`src/rtl/xor_parity_pkg.sv`:
```
// Shared types for the XOR parity scheduler: FSM state encoding and the
// saturating beat-length type.
package xor_parity_pkg;

  typedef enum logic [1:0] {
    ST_IDLE = 2'd0,
    ST_BUSY = 2'd1,
    ST_DONE = 2'd2
  } state_e;

  localparam int unsigned LEN_W = 8;

  typedef logic [LEN_W-1:0] len_t;

  localparam len_t LEN_MAX = len_t'(255);

  // Beat counter increment that sticks at LEN_MAX instead of wrapping
  function automatic len_t len_inc_sat(input len_t len);
    return (len == LEN_MAX) ? len : len + len_t'(1);
  endfunction

endpackage

```
`src/rtl/xor_parity_rr_arb.sv`:
```
// Combinational round-robin arbiter: searches upward from last_id+1 (mod NREQ)
// and returns the first active requester.
module xor_parity_rr_arb
  import xor_parity_pkg::*;
#(
  parameter int unsigned NREQ = 4,
  parameter int unsigned IDW  = (NREQ > 1) ? $clog2(NREQ) : 1
) (
  input  logic [NREQ-1:0] req_i,
  input  logic [IDW-1:0]  last_id_i,
  output logic [IDW-1:0]  gnt_id_c,
  output logic            gnt_any_c
);

  int unsigned idx;

  always_comb begin
    gnt_id_c  = '0;
    gnt_any_c = 1'b0;
    idx       = 0;
    for (int unsigned k = 0; k < NREQ; k++) begin
      idx = (32'(last_id_i) + 32'd1 + k) % NREQ;
      if (!gnt_any_c && req_i[IDW'(idx)]) begin
        gnt_any_c = 1'b1;
        gnt_id_c  = IDW'(idx);
      end
    end
  end

endmodule

```
`src/rtl/xor_parity_sched.sv`:
```
// Round-robin scheduler that XOR-reduces one requester's packet into a column
// word plus parity. Optional stall timeout: define XOR_PARITY_SCHED_TIMEOUT_EN.
module xor_parity_sched
  import xor_parity_pkg::*;
#(
  parameter  int unsigned NREQ = 4,
  parameter  int unsigned W    = 11,
  parameter  int unsigned TMO  = 255,
  localparam int unsigned IDW  = (NREQ > 1) ? $clog2(NREQ) : 1
) (
  input  logic              clk,
  input  logic              rst_n,
  input  logic [NREQ-1:0]   req_valid,
  input  logic [NREQ*W-1:0] req_data,
  input  logic [NREQ-1:0]   req_last,
  output logic [NREQ-1:0]   req_ready,
  output logic              res_valid,
  input  logic              res_ready,
  output logic [W-1:0]      res_col,
  output logic              res_par,
  output logic [IDW-1:0]    res_id,
  output logic [LEN_W-1:0]  res_len,
  output logic              res_err
);

  state_e          state_q, state_d;
  logic [IDW-1:0]  gnt_q, gnt_d;
  logic [IDW-1:0]  last_id_q, last_id_d;
  logic [W-1:0]    acc_q, acc_d;
  len_t            len_q, len_d;
  logic [NREQ-1:0] ready_q, ready_d;
  logic            res_valid_q, res_valid_d;
  logic [W-1:0]    res_col_q, res_col_d;
  logic            res_par_q, res_par_d;
  logic [IDW-1:0]  res_id_q, res_id_d;
  len_t            res_len_q, res_len_d;

  logic [IDW-1:0]  arb_id_c;
  logic            arb_any_c;
  logic [W-1:0]    word_c;
  logic [W-1:0]    acc_nxt_c;
  len_t            len_nxt_c;
  logic            xfer_c;
  logic            last_c;

`ifdef XOR_PARITY_SCHED_TIMEOUT_EN
  localparam int unsigned TMO_W = (TMO > 0) ? $clog2(TMO + 1) : 1;
  logic [TMO_W-1:0] tmo_q, tmo_d;
  logic             res_err_q, res_err_d;
`endif

  xor_parity_rr_arb #(
    .NREQ (NREQ),
    .IDW  (IDW)
  ) u_arb (
    .req_i     (req_valid),
    .last_id_i (last_id_q),
    .gnt_id_c  (arb_id_c),
    .gnt_any_c (arb_any_c)
  );

  // Granted requester's beat; ready_q is only nonzero in BUSY
  assign word_c    = req_data[gnt_q*W +: W];
  assign xfer_c    = ready_q[gnt_q] & req_valid[gnt_q];
  assign last_c    = req_last[gnt_q];
  assign acc_nxt_c = acc_q ^ word_c;
  assign len_nxt_c = len_inc_sat(len_q);

  always_comb begin
    state_d     = state_q;
    gnt_d       = gnt_q;
    last_id_d   = last_id_q;
    acc_d       = acc_q;
    len_d       = len_q;
    ready_d     = ready_q;
    res_valid_d = res_valid_q;
    res_col_d   = res_col_q;
    res_par_d   = res_par_q;
    res_id_d    = res_id_q;
    res_len_d   = res_len_q;
`ifdef XOR_PARITY_SCHED_TIMEOUT_EN
    tmo_d       = tmo_q;
    res_err_d   = res_err_q;
`endif

    unique case (state_q)
      ST_IDLE: begin
        if (arb_any_c) begin
          state_d = ST_BUSY;
          gnt_d   = arb_id_c;
          acc_d   = '0;
          len_d   = '0;
          ready_d = NREQ'(1) << arb_id_c;
`ifdef XOR_PARITY_SCHED_TIMEOUT_EN
          tmo_d   = '0;
`endif
        end
      end

      ST_BUSY: begin
        if (xfer_c) begin
          acc_d = acc_nxt_c;
          len_d = len_nxt_c;
`ifdef XOR_PARITY_SCHED_TIMEOUT_EN
          tmo_d = '0;
`endif
          if (last_c) begin
            state_d     = ST_DONE;
            ready_d     = '0;
            res_valid_d = 1'b1;
            res_col_d   = acc_nxt_c;
            res_par_d   = ^acc_nxt_c;
            res_id_d    = gnt_q;
            res_len_d   = len_nxt_c;
`ifdef XOR_PARITY_SCHED_TIMEOUT_EN
            res_err_d   = 1'b0;
`endif
          end
        end
`ifdef XOR_PARITY_SCHED_TIMEOUT_EN
        // Idle cycle: close with the partial result once TMO stalls accumulate
        else if (tmo_q == TMO_W'(TMO - 1)) begin
          state_d     = ST_DONE;
          ready_d     = '0;
          res_valid_d = 1'b1;
          res_col_d   = acc_q;
          res_par_d   = ^acc_q;
          res_id_d    = gnt_q;
          res_len_d   = len_q;
          res_err_d   = 1'b1;
        end else begin
          tmo_d = tmo_q + TMO_W'(1);
        end
`endif
      end

      ST_DONE: begin
        if (res_ready) begin
          state_d     = ST_IDLE;
          res_valid_d = 1'b0;
          last_id_d   = gnt_q;
        end
      end

      default: begin
        state_d = ST_IDLE;
        ready_d = '0;
      end
    endcase
  end

  always_ff @(posedge clk or negedge rst_n) begin
    if (!rst_n) begin
      state_q     <= ST_IDLE;
      gnt_q       <= '0;
      last_id_q   <= IDW'(NREQ - 1);
      acc_q       <= '0;
      len_q       <= '0;
      ready_q     <= '0;
      res_valid_q <= 1'b0;
      res_col_q   <= '0;
      res_par_q   <= 1'b0;
      res_id_q    <= '0;
      res_len_q   <= '0;
`ifdef XOR_PARITY_SCHED_TIMEOUT_EN
      tmo_q       <= '0;
      res_err_q   <= 1'b0;
`endif
    end else begin
      state_q     <= state_d;
      gnt_q       <= gnt_d;
      last_id_q   <= last_id_d;
      acc_q       <= acc_d;
      len_q       <= len_d;
      ready_q     <= ready_d;
      res_valid_q <= res_valid_d;
      res_col_q   <= res_col_d;
      res_par_q   <= res_par_d;
      res_id_q    <= res_id_d;
      res_len_q   <= res_len_d;
`ifdef XOR_PARITY_SCHED_TIMEOUT_EN
      tmo_q       <= tmo_d;
      res_err_q   <= res_err_d;
`endif
    end
  end

  assign req_ready = ready_q;
  assign res_valid = res_valid_q;
  assign res_col   = res_col_q;
  assign res_par   = res_par_q;
  assign res_id    = res_id_q;
  assign res_len   = res_len_q;
`ifdef XOR_PARITY_SCHED_TIMEOUT_EN
  assign res_err   = res_err_q;
`else
  assign res_err   = 1'b0;
`endif

endmodule
```
`config.mk`:
```
export PLATFORM = sky130hd
export DESIGN_NAME = xor_parity_sched
export DESIGN_NICKNAME = d
export VERILOG_FILES = /design/src/rtl/xor_parity_pkg.sv /design/src/rtl/xor_parity_rr_arb.sv /design/src/rtl/xor_parity_sched.sv
export SDC_FILE = /design/constraint.sdc
export NUM_CORES = 1
export LEC_CHECK = 0
export ABC_CLOCK_PERIOD_IN_PS = 5700
export BUFFER_PORTS_ARGS = -buffer_cell sky130_fd_sc_hd__buf_4
export CAP_MARGIN = 40
export CORE_MARGIN = 3
export CORE_UTILIZATION = 50
export DETAILED_ROUTE_END_ITERATION = 10
export GPL_TIMING_DRIVEN = 0
export MAX_ROUTING_LAYER = met4
export PLACE_DENSITY = 0.86
export SYNTH_ARGS = -nofsm -noshare
export SYNTH_HDL_FRONTEND = slang
export SYNTH_SLANG_ARGS = --single-unit
```
`constraint.sdc`:
```
create_clock -name clk -period 5.7 [get_ports clk]
set_input_delay 1.425 -clock clk [delete_from_list [all_inputs] [get_ports clk]]
set_output_delay 1.425 -clock clk [all_outputs]
set_load 0.05 [all_outputs]
```
==> run_results.csv <==
group,metric,value,unit
run_status,status,"complete, no violations",
global_routing,grt_pass1_vias,2362,
logic_synthesis,yosys_register_bits,52,
logic_synthesis,async_flop_share,100,%
power_and_ir_drop,pwr-share-comb,60.3,%
clocking,root_buffer,"clkbuf_8",
logic_synthesis,yosysTopAreaCellShare,43.2,%
floorplan,io_pins,83,
hold_path,min_path_type,"flip-flop to flip-flop",
floorplan,rows,27,
setup_path,crit_type,"primary input to flip-flop",
floorplan,die_area,0.00674,mm2
drt,wl_per_cell,15.3,um
drt,top_layer_used,"met4",
clocking,cts_buffer_depth,2,
floorplan,die_w,82.1,um
clocking,cts_resized,0,
placed_design,hpwl,5.15,mm
floorplan,die_height,82.1,um
finish,diodes,0,
sta,rsz0062_at_grt,"false",
clocking,clk_pin_slew,90,ps
sta,tns,0,ps
drt,routed_wl,6.82,mm
setup_path,critPathLaunchType,"primary input",
setup_path,worst_ep_arrival_time,3430,ps
power_and_ir_drop,swShare,44.0,%
sta,hold_viol,0,
hold_path,hold_start,"res_len[4]",
power_and_ir_drop,power_frac_clock,11.6,%
power_and_ir_drop,p_per_area,583,mW/mm2
power_and_ir_drop,p_leak,1.70,nW
drt,firstDrtPassIters,4,
setup_path,end_kind,"flip-flop",
clocking,cts_tree,"done",
flow_run,drv_cap,0,
power_and_ir_drop,internal-power,0.00121,W
clocking,h-tree-depth,2,
power_and_ir_drop,irDropWorstVdd,0.000329,V
clocking,worstSkewPairLatency,310,ps
power_and_ir_drop,seqPwrFrac,28.1,%
global_routing,antenna_found_initial,0,
sta,layout_min_cycle_time,3240,ps
logic_synthesis,synth_top_cell_by_area,"dfrtp_1",
drt,drtIter0Drc,169,
global_routing,grt_max_degree,53,
sta,final-setup-viol-count,0,
logic_synthesis,ys_warn_count,0,
power_and_ir_drop,finalPower,0.00216,W
sta,max_freq,0.309,GHz
logic_synthesis,synth_edf_count,0,
setup_path,critPathRequiredTime,5890,ps
finish,layout-drive-gt1-share,27.7,%
sta,skew,7.29,ps
drt,met3_length,367,um
drt,viasPerCell,5.55,
finish,layout_commonest_cell,"buf_4",
drt,antenna_left,0,
sta,timing.final.ws_setup,2460,ps
drt,num_vias,2481,
drt,met2_length,3.39,mm
sta,slew-limit-headroom,45.9,%
placed_design,place_ws,2150,ps
setup_path,rr_startpoint,"gnt_q[0]",
sta,finalCritPeriodShare,56.8,%
finish,mostFrequentLayoutCells,"buf_4 (82), nand2_1 (53), o21ai_0 (51), dfrtp_1 (50), nor2_1 (21)",
logic_synthesis,ys_seq_area_share,45.0,%
placed_design,port_buffers,81,
clocking,hold_buffers,0,
clocking,clock-sinks,52,
clocking,cts_buffers,5,
logic_synthesis,syn_inst,286,
logic_synthesis,avgSynthCellArea,10.1,um2
placed_design,gp_congestion,0.891,
sta,slew_viol_final,0,
logic_synthesis,syn_nets,342,
floorplan,start_util,52.3,%
finish,syn2layout_area_growth,27.8,%
global_routing,grt-ovfl-total,0,
clocking,cts_setup_buffers,0,
logic_synthesis,ys.flop_type,"dfrtp_1",
sta,worstMarginPinSlew,805,ps
global_routing,track_usage,22.2,%
setup_path,startpoint,"req_valid[1]",
logic_synthesis,synthesis.area,0.00290,mm2
power_and_ir_drop,power_switching,0.000950,W
drt,m1WireLength,2.92,mm
logic_synthesis,yosys-top-cells-area,"dfrtp_1 (43%), mux4_1 (9.1%), o21ai_0 (8.8%)",
finish,nNetsFinal,430,
drt,drc,0,
setup_path,path_max_fanout,10,
floorplan,core-area,0.00554,mm2
logic_synthesis,synth.distinct_cells,43,
global_routing,grt_pass1_wl,11.1,mm
[cells by family (layout without fill, tap and decap cells)]
kind of cell	count (synthesis)	in the layout	synth area share, %
xor gates and xnor gates	24	24	8.25
muxes	21	21	13.9
adders and majority gates	1	1	0.432
and+or+nand+nor	94	94	13.9
other	1	1	0.129
buffers and inverters	18	107	3.33
DFF	52	52	45.0
AOI/OAI and AO/OA	75	75	15.1
[per-layer routing]
| metal | vias to the layer above | track usage (%) |
|---|---|---|
| met2 | 81 | 34.0 |
| li1 | 1185 | - |
| met3 | 12 | 4.45 |
| met4 | 0 | 8.47 |
| met5 | - | - |
| met1 | 1203 | 29.2 |
[metrics by stage]
step	util, %	cells	hold WS [ps]	area (um2)
5_1_grt	66.8	447	515	3700
3_5_place_dp	64.9	439	471	3590
2_1_floorplan	-	286	471	2900
6_report	66.8	447	485	3700
3_3_place_gp	64.9	439	466	3590
4_1_cts	66.8	447	492	3700
[layout make-up]
class                   instances  area (um2)
flip-flops and latches         52        1300
inverters                       4        15.0
plain buffers                  14        81.3
fillers                       450        1840
clock buffers                   6        72.6
clock inverters                 2        35.0
well taps                      72        90.1
multi-input cells             216        1500
repair buffers                 81         608
[worst max-delay path, stage by stage]
cell	delay, ps
buf_4	110
nand2_1	40
mux4_1	530
nor2_2	350
nor2_1	120
clkbuf_1	260
clkbuf_1	260
o21ai_0	220
o21ai_0	100
[worst paths after layout]
| path | endpoint | slack [ps] | depth (start not counted) |
|---|---|---|---|
| max in group asynchronous | req_ready[0] | 4130 | 1 |
| min | res_len[4] | 480 | 2 |
| min in group asynchronous | res_par | 1130 | 1 |
| min reg2reg | res_len[4] | 480 | 2 |
| max reg2reg | acc_q[0] | 3180 | 8 |
| max | acc_q[0] | 2460 | 9 |
[Yosys cell counts, types with 5 or more instances]
library cell,count
mux4_1,10
nor2_1,21
dfrtp_1,50
mux2i_1,5
nand2_1,53
and2_1,5
clkbuf_1,10
xnor2_1,19
o21ai_0,51
[power groups by stage]
| stage | clock network [W] | registers (W) | logic (W) |
|---|---|---|---|
| floorplan | 0 | 0.000821 | 0.000778 |
| global placement | 0 | 0.000605 | 0.00127 |
| detailed placement | 0 | 0.000610 | 0.00130 |
| CTS | 0.000254 | 0.000605 | 0.00130 |
| global route | 0.000274 | 0.000624 | 0.00140 |
| finish | 0.000251 | 0.000606 | 0.00130 |
[sequential cells by signal, indices dropped and copies added (netlist names), 2 cells and up]
signal and count:
res_id 2, res_col 11, acc_q 11, res_len 8
state_q 2, last_id_q 2, req_ready 4, len_q 8
gnt_q 2
(Power assumes the default switching activity.)
